[src/rtl/ms_qspi_xip_ahbl_arbiter_pkg.sv]
`default_nettype none
// ============================================================================
// Module   : ms_qspi_xip_pkg
// Purpose  : Shared AHB-Lite transfer encodings and arbitration-mode
//            constants for the QSPI XIP two-master read arbiter.
// Contents : htrans_t, HTRANS_IDLE/HTRANS_NONSEQ, PRIO_RR/PRIO_FIXED
// Revision : 1.0 - initial release
// ============================================================================
package ms_qspi_xip_pkg;

  typedef logic [1:0] htrans_t;

  localparam htrans_t HTRANS_IDLE   = 2'b00;
  localparam htrans_t HTRANS_NONSEQ = 2'b10;

  localparam int PRIO_RR    = 0;
  localparam int PRIO_FIXED = 1;

endpackage : ms_qspi_xip_pkg
`default_nettype wire

[src/rtl/ms_qspi_xip_ahbl_arbiter_if.sv]
`default_nettype none
// ============================================================================
// Interface : ms_qspi_xip_ahbl_arbiter_if
// Purpose   : One AHB-Lite link (address/control out, ready/data back).
// Modports  : master - drives HSEL/HADDR/HTRANS/HWRITE/HREADY,
//                      receives HREADYOUT/HRDATA
//             slave  - the mirror image
// Revision  : 1.0 - initial release
// ============================================================================
interface ms_qspi_xip_ahbl_arbiter_if;
  import ms_qspi_xip_pkg::*;

  logic        HSEL;
  logic [31:0] HADDR;
  htrans_t     HTRANS;
  logic        HWRITE;
  logic        HREADY;
  logic        HREADYOUT;
  logic [31:0] HRDATA;

  modport master (
    output HSEL, HADDR, HTRANS, HWRITE, HREADY,
    input  HREADYOUT, HRDATA
  );

  modport slave (
    input  HSEL, HADDR, HTRANS, HWRITE, HREADY,
    output HREADYOUT, HRDATA
  );

endinterface : ms_qspi_xip_ahbl_arbiter_if
`default_nettype wire

[src/rtl/ms_qspi_xip_ahbl_arbiter_rr_grant.sv]
`default_nettype none
// ============================================================================
// Module   : ms_ahbl_rr_grant
// Purpose  : Two-way grant with last-grant pointer and grant lock.
// Ports    : clk, rst       - clock, synchronous active-high reset
//            i_req[1:0]     - pending requests (bit m = master m)
//            i_hold         - address phase stalled; freeze current grant
//            i_accept       - grant accepted by slave; update last pointer
//            o_gnt          - granted master index
// Revision : 1.0 - initial release
// ============================================================================
module ms_ahbl_rr_grant
  import ms_qspi_xip_pkg::*;
#(
  parameter int PRIORITY_MODE = PRIO_RR
) (
  input  logic       clk,
  input  logic       rst,
  input  logic [1:0] i_req,
  input  logic       i_hold,
  input  logic       i_accept,
  output logic       o_gnt
);

  logic r_last;
  logic r_lock;
  logic r_gnt_q;
  logic w_arb;

  always_comb begin
    w_arb = 1'b0;
    case (i_req)
      2'b01:   w_arb = 1'b0;
      2'b10:   w_arb = 1'b1;
      // Tie: fixed mode favours M0, round-robin favours whoever was not last.
      2'b11:   w_arb = (PRIORITY_MODE == PRIO_FIXED) ? 1'b0 : ~r_last;
      default: w_arb = 1'b0;
    endcase
  end

  // A stalled address phase must keep presenting the same master.
  assign o_gnt = r_lock ? r_gnt_q : w_arb;

  always_ff @(posedge clk) begin
    if (rst) begin
      r_last  <= 1'b1;  // M0 wins the first round-robin tie
      r_lock  <= 1'b0;
      r_gnt_q <= 1'b0;
    end else begin
      r_lock  <= i_hold;
      r_gnt_q <= o_gnt;
      if (i_accept) begin
        r_last <= o_gnt;
      end
    end
  end

endmodule : ms_ahbl_rr_grant
`default_nettype wire

[src/rtl/ms_qspi_xip_ahbl_arbiter.sv]
`default_nettype none
// ============================================================================
// Module   : ms_qspi_xip_ahbl_arbiter
// Purpose  : Shares the XIP cache AHB-Lite slave port between an
//            instruction master (M0) and a data master (M1). Read address
//            phases are registered per master, arbitrated, and completions
//            are routed back to the owning master. Writes are absorbed.
// Ports    : HCLK, HRESET - clock, synchronous active-high reset
//            M0, M1       - master-side links (slave modport)
//            S            - link to the XIP cache (master modport)
// Revision : 1.0 - initial release
// ============================================================================
module ms_qspi_xip_ahbl_arbiter
  import ms_qspi_xip_pkg::*;
#(
  parameter int PRIORITY_MODE = PRIO_RR
) (
  input  logic                        HCLK,
  input  logic                        HRESET,
  ms_qspi_xip_ahbl_arbiter_if.slave   M0,
  ms_qspi_xip_ahbl_arbiter_if.slave   M1,
  ms_qspi_xip_ahbl_arbiter_if.master  S
);

  logic [1:0]  r_pend;
  logic [31:0] r_paddr [2];
  logic        r_busy;
  logic        r_owner;

  logic [1:0]  w_cap;
  logic [31:0] w_haddr [2];
  logic        w_aphase;
  logic        w_accept;
  logic        w_hold;
  logic        w_gnt;
  logic        w_unused;

  // Only reads are captured; writes fall through with HREADYOUT high.
  assign w_cap[0]   = M0.HSEL & M0.HTRANS[1] & M0.HREADY & ~M0.HWRITE;
  assign w_cap[1]   = M1.HSEL & M1.HTRANS[1] & M1.HREADY & ~M1.HWRITE;
  assign w_haddr[0] = M0.HADDR;
  assign w_haddr[1] = M1.HADDR;

  assign w_aphase = |r_pend;
  assign w_accept = w_aphase &  S.HREADYOUT;
  assign w_hold   = w_aphase & ~S.HREADYOUT;

  ms_ahbl_rr_grant #(
    .PRIORITY_MODE (PRIORITY_MODE)
  ) u_grant (
    .clk      (HCLK),
    .rst      (HRESET),
    .i_req    (r_pend),
    .i_hold   (w_hold),
    .i_accept (w_accept),
    .o_gnt    (w_gnt)
  );

  always_ff @(posedge HCLK) begin
    if (HRESET) begin
      r_pend     <= 2'b00;
      r_paddr[0] <= '0;
      r_paddr[1] <= '0;
      r_busy     <= 1'b0;
      r_owner    <= 1'b0;
    end else begin
      for (int m = 0; m < 2; m++) begin
        if (w_accept && (w_gnt == 1'(m))) begin
          r_pend[m] <= 1'b0;
        end
        if (w_cap[m]) begin
          r_pend[m]  <= 1'b1;
          r_paddr[m] <= w_haddr[m];
        end
      end
      // A new acceptance on the completion edge keeps busy asserted.
      if (w_accept) begin
        r_busy  <= 1'b1;
        r_owner <= w_gnt;
      end else if (r_busy && S.HREADYOUT) begin
        r_busy <= 1'b0;
      end
    end
  end

  // Slave side is driven purely from registers.
  assign S.HSEL   = w_aphase;
  assign S.HTRANS = w_aphase ? HTRANS_NONSEQ : HTRANS_IDLE;
  assign S.HADDR  = w_aphase ? r_paddr[w_gnt] : 32'h0;
  assign S.HWRITE = 1'b0;
  assign S.HREADY = S.HREADYOUT;

  assign M0.HREADYOUT = ~(r_pend[0] | (r_busy & ~r_owner & ~S.HREADYOUT));
  assign M1.HREADYOUT = ~(r_pend[1] | (r_busy &  r_owner & ~S.HREADYOUT));
  assign M0.HRDATA    = S.HRDATA;
  assign M1.HRDATA    = S.HRDATA;

  assign w_unused = &{1'b0, M0.HTRANS[0], M1.HTRANS[0]};

endmodule : ms_qspi_xip_ahbl_arbiter
`default_nettype wire

[src/flat_wrapper.sv]
// flat-port wrapper written by rule: the top's interface ports become plain ports
module ms_qspi_xip_ahbl_arbiter_flat import ms_qspi_xip_pkg::*;
#(
  parameter int PRIORITY_MODE = PRIO_RR
)
  (HCLK, HRESET, M0_HSEL, M0_HADDR, M0_HTRANS, M0_HWRITE, M0_HREADY, M0_HREADYOUT, M0_HRDATA, M1_HSEL, M1_HADDR, M1_HTRANS, M1_HWRITE, M1_HREADY, M1_HREADYOUT, M1_HRDATA, S_HSEL, S_HADDR, S_HTRANS, S_HWRITE, S_HREADY, S_HREADYOUT, S_HRDATA);
  ms_qspi_xip_ahbl_arbiter_if M0_i ();
  ms_qspi_xip_ahbl_arbiter_if M1_i ();
  ms_qspi_xip_ahbl_arbiter_if S_i ();
  input  logic HCLK;
  input  logic HRESET;
  input wire logic [$bits(M0_i.HSEL)-1:0] M0_HSEL;
  input wire logic [$bits(M0_i.HADDR)-1:0] M0_HADDR;
  input wire logic [$bits(M0_i.HTRANS)-1:0] M0_HTRANS;
  input wire logic [$bits(M0_i.HWRITE)-1:0] M0_HWRITE;
  input wire logic [$bits(M0_i.HREADY)-1:0] M0_HREADY;
  output wire logic [$bits(M0_i.HREADYOUT)-1:0] M0_HREADYOUT;
  output wire logic [$bits(M0_i.HRDATA)-1:0] M0_HRDATA;
  input wire logic [$bits(M1_i.HSEL)-1:0] M1_HSEL;
  input wire logic [$bits(M1_i.HADDR)-1:0] M1_HADDR;
  input wire logic [$bits(M1_i.HTRANS)-1:0] M1_HTRANS;
  input wire logic [$bits(M1_i.HWRITE)-1:0] M1_HWRITE;
  input wire logic [$bits(M1_i.HREADY)-1:0] M1_HREADY;
  output wire logic [$bits(M1_i.HREADYOUT)-1:0] M1_HREADYOUT;
  output wire logic [$bits(M1_i.HRDATA)-1:0] M1_HRDATA;
  output wire logic [$bits(S_i.HSEL)-1:0] S_HSEL;
  output wire logic [$bits(S_i.HADDR)-1:0] S_HADDR;
  output wire logic [$bits(S_i.HTRANS)-1:0] S_HTRANS;
  output wire logic [$bits(S_i.HWRITE)-1:0] S_HWRITE;
  output wire logic [$bits(S_i.HREADY)-1:0] S_HREADY;
  input wire logic [$bits(S_i.HREADYOUT)-1:0] S_HREADYOUT;
  input wire logic [$bits(S_i.HRDATA)-1:0] S_HRDATA;
  assign M0_i.HSEL = M0_HSEL;
  assign M0_i.HADDR = M0_HADDR;
  assign M0_i.HTRANS = M0_HTRANS;
  assign M0_i.HWRITE = M0_HWRITE;
  assign M0_i.HREADY = M0_HREADY;
  assign M0_HREADYOUT = M0_i.HREADYOUT;
  assign M0_HRDATA = M0_i.HRDATA;
  assign M1_i.HSEL = M1_HSEL;
  assign M1_i.HADDR = M1_HADDR;
  assign M1_i.HTRANS = M1_HTRANS;
  assign M1_i.HWRITE = M1_HWRITE;
  assign M1_i.HREADY = M1_HREADY;
  assign M1_HREADYOUT = M1_i.HREADYOUT;
  assign M1_HRDATA = M1_i.HRDATA;
  assign S_HSEL = S_i.HSEL;
  assign S_HADDR = S_i.HADDR;
  assign S_HTRANS = S_i.HTRANS;
  assign S_HWRITE = S_i.HWRITE;
  assign S_HREADY = S_i.HREADY;
  assign S_i.HREADYOUT = S_HREADYOUT;
  assign S_i.HRDATA = S_HRDATA;
  ms_qspi_xip_ahbl_arbiter #(.PRIORITY_MODE(PRIORITY_MODE)) u_core (.HCLK(HCLK), .HRESET(HRESET), .M0(M0_i), .M1(M1_i), .S(S_i));
endmodule
[config.mk]
export PLATFORM = sky130hd
export DESIGN_NAME = ms_qspi_xip_ahbl_arbiter_flat
export DESIGN_NICKNAME = d
export VERILOG_FILES = /design/src/rtl/ms_qspi_xip_ahbl_arbiter_pkg.sv /design/src/rtl/ms_qspi_xip_ahbl_arbiter_if.sv /design/src/rtl/ms_qspi_xip_ahbl_arbiter_rr_grant.sv /design/src/rtl/ms_qspi_xip_ahbl_arbiter.sv /design/src/flat_wrapper.sv
export SDC_FILE = /design/constraint.sdc
export NUM_CORES = 1
export LEC_CHECK = 0
export BUFFER_PORTS_ARGS = -buffer_cell sky130_fd_sc_hd__buf_2
export CAP_MARGIN = 20
export CORE_ASPECT_RATIO = 0.8
export CORE_UTILIZATION = 45
export DETAILED_ROUTE_END_ITERATION = 10
export GPL_TIMING_DRIVEN = 0
export PLACE_DENSITY_LB_ADDON = 0.3
export SLEW_MARGIN = 20
export SYNTH_ARGS = -nofsm -noshare
export SYNTH_HDL_FRONTEND = slang
export SYNTH_HIERARCHICAL = 1
export SYNTH_SLANG_ARGS = --single-unit
[constraint.sdc]
create_clock -name HCLK -period 1.8 [get_ports HCLK]
set_input_delay 0.09 -clock HCLK [delete_from_list [all_inputs] [get_ports HCLK]]
set_output_delay 0.09 -clock HCLK [all_outputs]
set_load 0.02 [all_outputs]
==> summary.md <==
| Metric | Value |
|---|---|
| Die area | 0.00872 sq mm |
| Die span in x | roughly 100 um |
| Post-synth EDFFs | 64 |
| Most numerous cell in the Yosys netlist | buf_4 |
| Gr ovfl total | 0 |
| Pre-CTS setup slack | ~0.13 ns |
| Initial antenna violation count | 0 |
| RSZ-0062 raised after global routing | true |
| Slowest CP cell | dfxtp_4 |
| Slew Limit Fails | 0 |
| Ratio of cells with drive above 1 in the final layout | 0.573 |
| Longest Clk Path Bufs | 2 |
| Num rows | 29 |
| Critical path buffers and inverters | 3 |
| Cell leakage power | around 2.4 nW |
| WL final | 8630 um |
| WP data arrival | around 1.7 ns |
| Area leader, netlist | edfxtp_1 |
| WS Path Type | flop to output port |
| Diodes inserted | 0 |
| Initial detailed-routing violation count | a little over 90 |
| Setup Skew | approximately 0.004 ns |
| Top cells by area, synth | edfxtp_1, buf_4, and2_1 |
| Slew @ Worst Pin | roughly 0.5 ns |
| Synth top area share | 0.511 |
| Clock Power Share | 0.298 |
| CTS root buf | clkbuf_8 |
| Worst slew margin | 0.660 |
| Psw | 0.980 mW |
| Drt first pass iters | 6 |
| CTS tree | built |
| Top_reg_cell synth | edfxtp_1 |
| Clock period minus final worst setup slack | between 1.5 and 2 ns |
| Final Hold Viols | 0 |
| Vias in the first global route | 2,691 |
| Via density per instance | roughly 4.5 |
| Endpoint class of the critical path | output port |
| GRT Util Overall | 0.194 |
| Sequential power share | 0.520 |
| Register area | 0.00207 sq mm |
| Max incr delay on CP | between 0.3 and 0.4 ns |
| WL/cell | approximately 14 um |
| Setup WS post-layout | 0.0181 ns |
| I/O pins | ~210 |
| Fill cells | about 640 |
| TritonCTS Buffers | 9 |
| Final setup violation count | 0 |
| Cells after DPL | approximately 600 |
| Worst skew pair latency | 0.34 ns |
| CTS Hold Bufs | 0 |
| # DRC | 0 |
| Fin area | 0.00522 sq mm |
| Status | finished, final reports clean |
| Sw Share | 0.263 |
| Cell Pwr Density | 714 mW/mm^2 |
| Starting Density | 0.469 |
| Cell mode on critical path | nand2_4 |
| Die Ht | 83.7 um |
| Max IR drop VDD | approximately 0.50 mV |
| Mapped Area | between 0.003 and 0.004 sq mm |
| Ratio of final minimum period to clock period | 0.990 |
| Clock Sinks | 71 |
| Largest net degree at the start of global routing | 20 |
| Hold Crit Class | primary input to flop |
| Synthesis-stage register bit count | about 70 |
| CP Max Fanout | 8 |
| Crit path cell chain | nand2_4 > nand3b_4 > nand2_4 > buf_12 > clkbuf_16 > mux2i_1 > nor2_1 > buf_4 |
| Register area share after synthesis | 0.549 |
| Area of the multi-input gates | ~0.0011 sq mm |
| Clock transition at the registers of the reported paths | around 0.080 ns |
| Int Power | 2.75 mW |
| RePlAce Congestion | 0.714 |
| Core Region | around 0.008 sq mm |
| Mapped Cells | 313 |
| CP delay by family, top | buffers and inverters |
| HPWL after DPL | between 6000 and 7000 um |
| Max Freq | about 560 MHz |
| Worst Setup Start Kind | flop |
| # nets final | 617 |
| Post-synth ARST share | 0 |
| Synthesis Warnings | 6 |
| Final ANT Viol Nets | 0 |
| Via count | roughly 2,800 |
| Most frequent cells after synthesis | buf_4, and2_1, edfxtp_1, nor2_1, mux2i_1 |
| Final core occ | 0.651 |
| Comb pwr share | 0.182 |
| Max-Cap Viols | 0 |
| TNS Setup | 0 ns |
| Avg Inst Size Synth | approximately 12 sq um |
| CP required | 1.71 ns |
| Dpl cell area | between 0.004 and 0.005 sq mm |
| Final std cells w/o fill | around 620 |
| First-pass GRT wire length | 12,800 um |
| Yosys cell types | 22 |
| Area growth syn-to-layout | 38.9% |
| # port buffers | approximately 180 |
| H-tree depth | 3 |
[routing by layer]
metal / vias to the layer above / share of wire / track usage
met2: 121 / 0.52 / 0.346
met1: 1299 / 0.40 / 0.224
met3: 15 / 0.068 / 0.0562
met4: 0 / 0.015 / 0.0623
li1: 1366 / - / -
met5: - / 0 / 0
[kinds of logic (layout without fill, tap and decap cells)]
| family | count (synthesis) | in the layout | share of synthesized area |
|---|---|---|---|
| and+or+nand+nor | 114 | 114 | 0.175 |
| muxes | 33 | 33 | 0.0879 |
| other | 1 | 2 | 0.000998 |
| DFF | 71 | 71 | 0.549 |
| buffers and inverters | 85 | 284 | 0.169 |
| AOI/OAI and AO/OA | 9 | 9 | 0.0183 |
[stage by stage]
step	hold slack [ns]	power (mW)
2_1_floorplan	0.159	2.38
3_3_place_gp	0.367	2.59
3_5_place_dp	0.369	2.63
4_1_cts	0.000490	3.75
5_1_grt	0.00162	3.89
6_report	0.0158	3.73
[timing repair]
item	in CTS	in global routing
setup endpoints to repair	31	32
buffers inserted	2	1
gates cloned	0	3
gates resized for setup	14	21
pin swaps	0	10
[flip-flops by register name, indices dropped and copies added, names as in the netlist]
| signal | count |
|---|---|
| u_core/r_pend | 2 |
| u_core/u_grant/r_last | 1 |
| u_core/u_grant/r_lock | 1 |
| u_core/r_owner | 1 |
| u_core/r_busy | 1 |
| u_core/r_paddr | 64 |
| u_core/u_grant/r_gnt_q | 1 |
[placed cells by master, fill, tap and decap left out, drive strengths merged, types with 3 or more instances in the layout]
| cell type | count |
|---|---|
| buf | 261 |
| and2 | 64 |
| edfxtp | 64 |
| nor2 | 37 |
| mux2i | 33 |
| clkbuf | 13 |
| dfxtp | 7 |
| inv | 5 |
| a21oi | 5 |
| nand2 | 5 |
| clkinv | 3 |
| nand2b | 3 |
[power groups by stage]
stage	clock network [mW]	logic, mW	registers [mW]
after detailed placement	0	0.650	1.98
after global placement	0	0.621	1.97
after floorplan	0	0.411	1.97
after global routing	1.21	0.729	1.95
after CTS	1.15	0.662	1.94
final	1.11	0.680	1.94
[worst paths after layout]
| check | slack [ns] | from | to | depth (start not counted) |
|---|---|---|---|---|
| max | 0.02 | u_core/r_pend[0] | S_HADDR[19] | 8 |
| max reg2reg | 0.38 | u_core/r_pend[0] | u_core/u_grant/r_last | 5 |
| min | 0.02 | M0_HADDR[16] | u_core/r_paddr[0][16] | 2 |
| min reg2reg | 0.51 | u_core/r_busy | u_core/r_busy | 2 |
[layout make-up]
class	instances	share of cell area
flip-flops and latches	71	0.397
repair buffers	183	0.202
clock inverters	6	0.00887
plain buffers	81	0.129
multi-input cells	158	0.210
inverters	4	0.00288
well taps	108	0.0259
clock buffers	10	0.0244
[worst reg2reg max path, stage by stage, from the launching register on]
cell,delay (ns)
dfxtp_4,0.37
buf_4,0.14
o21ai_0,0.32
inv_1,0.14
nor3_1,0.27
a41oi_2,0.05
Note: power is estimated with default switching activity, not from simulation.
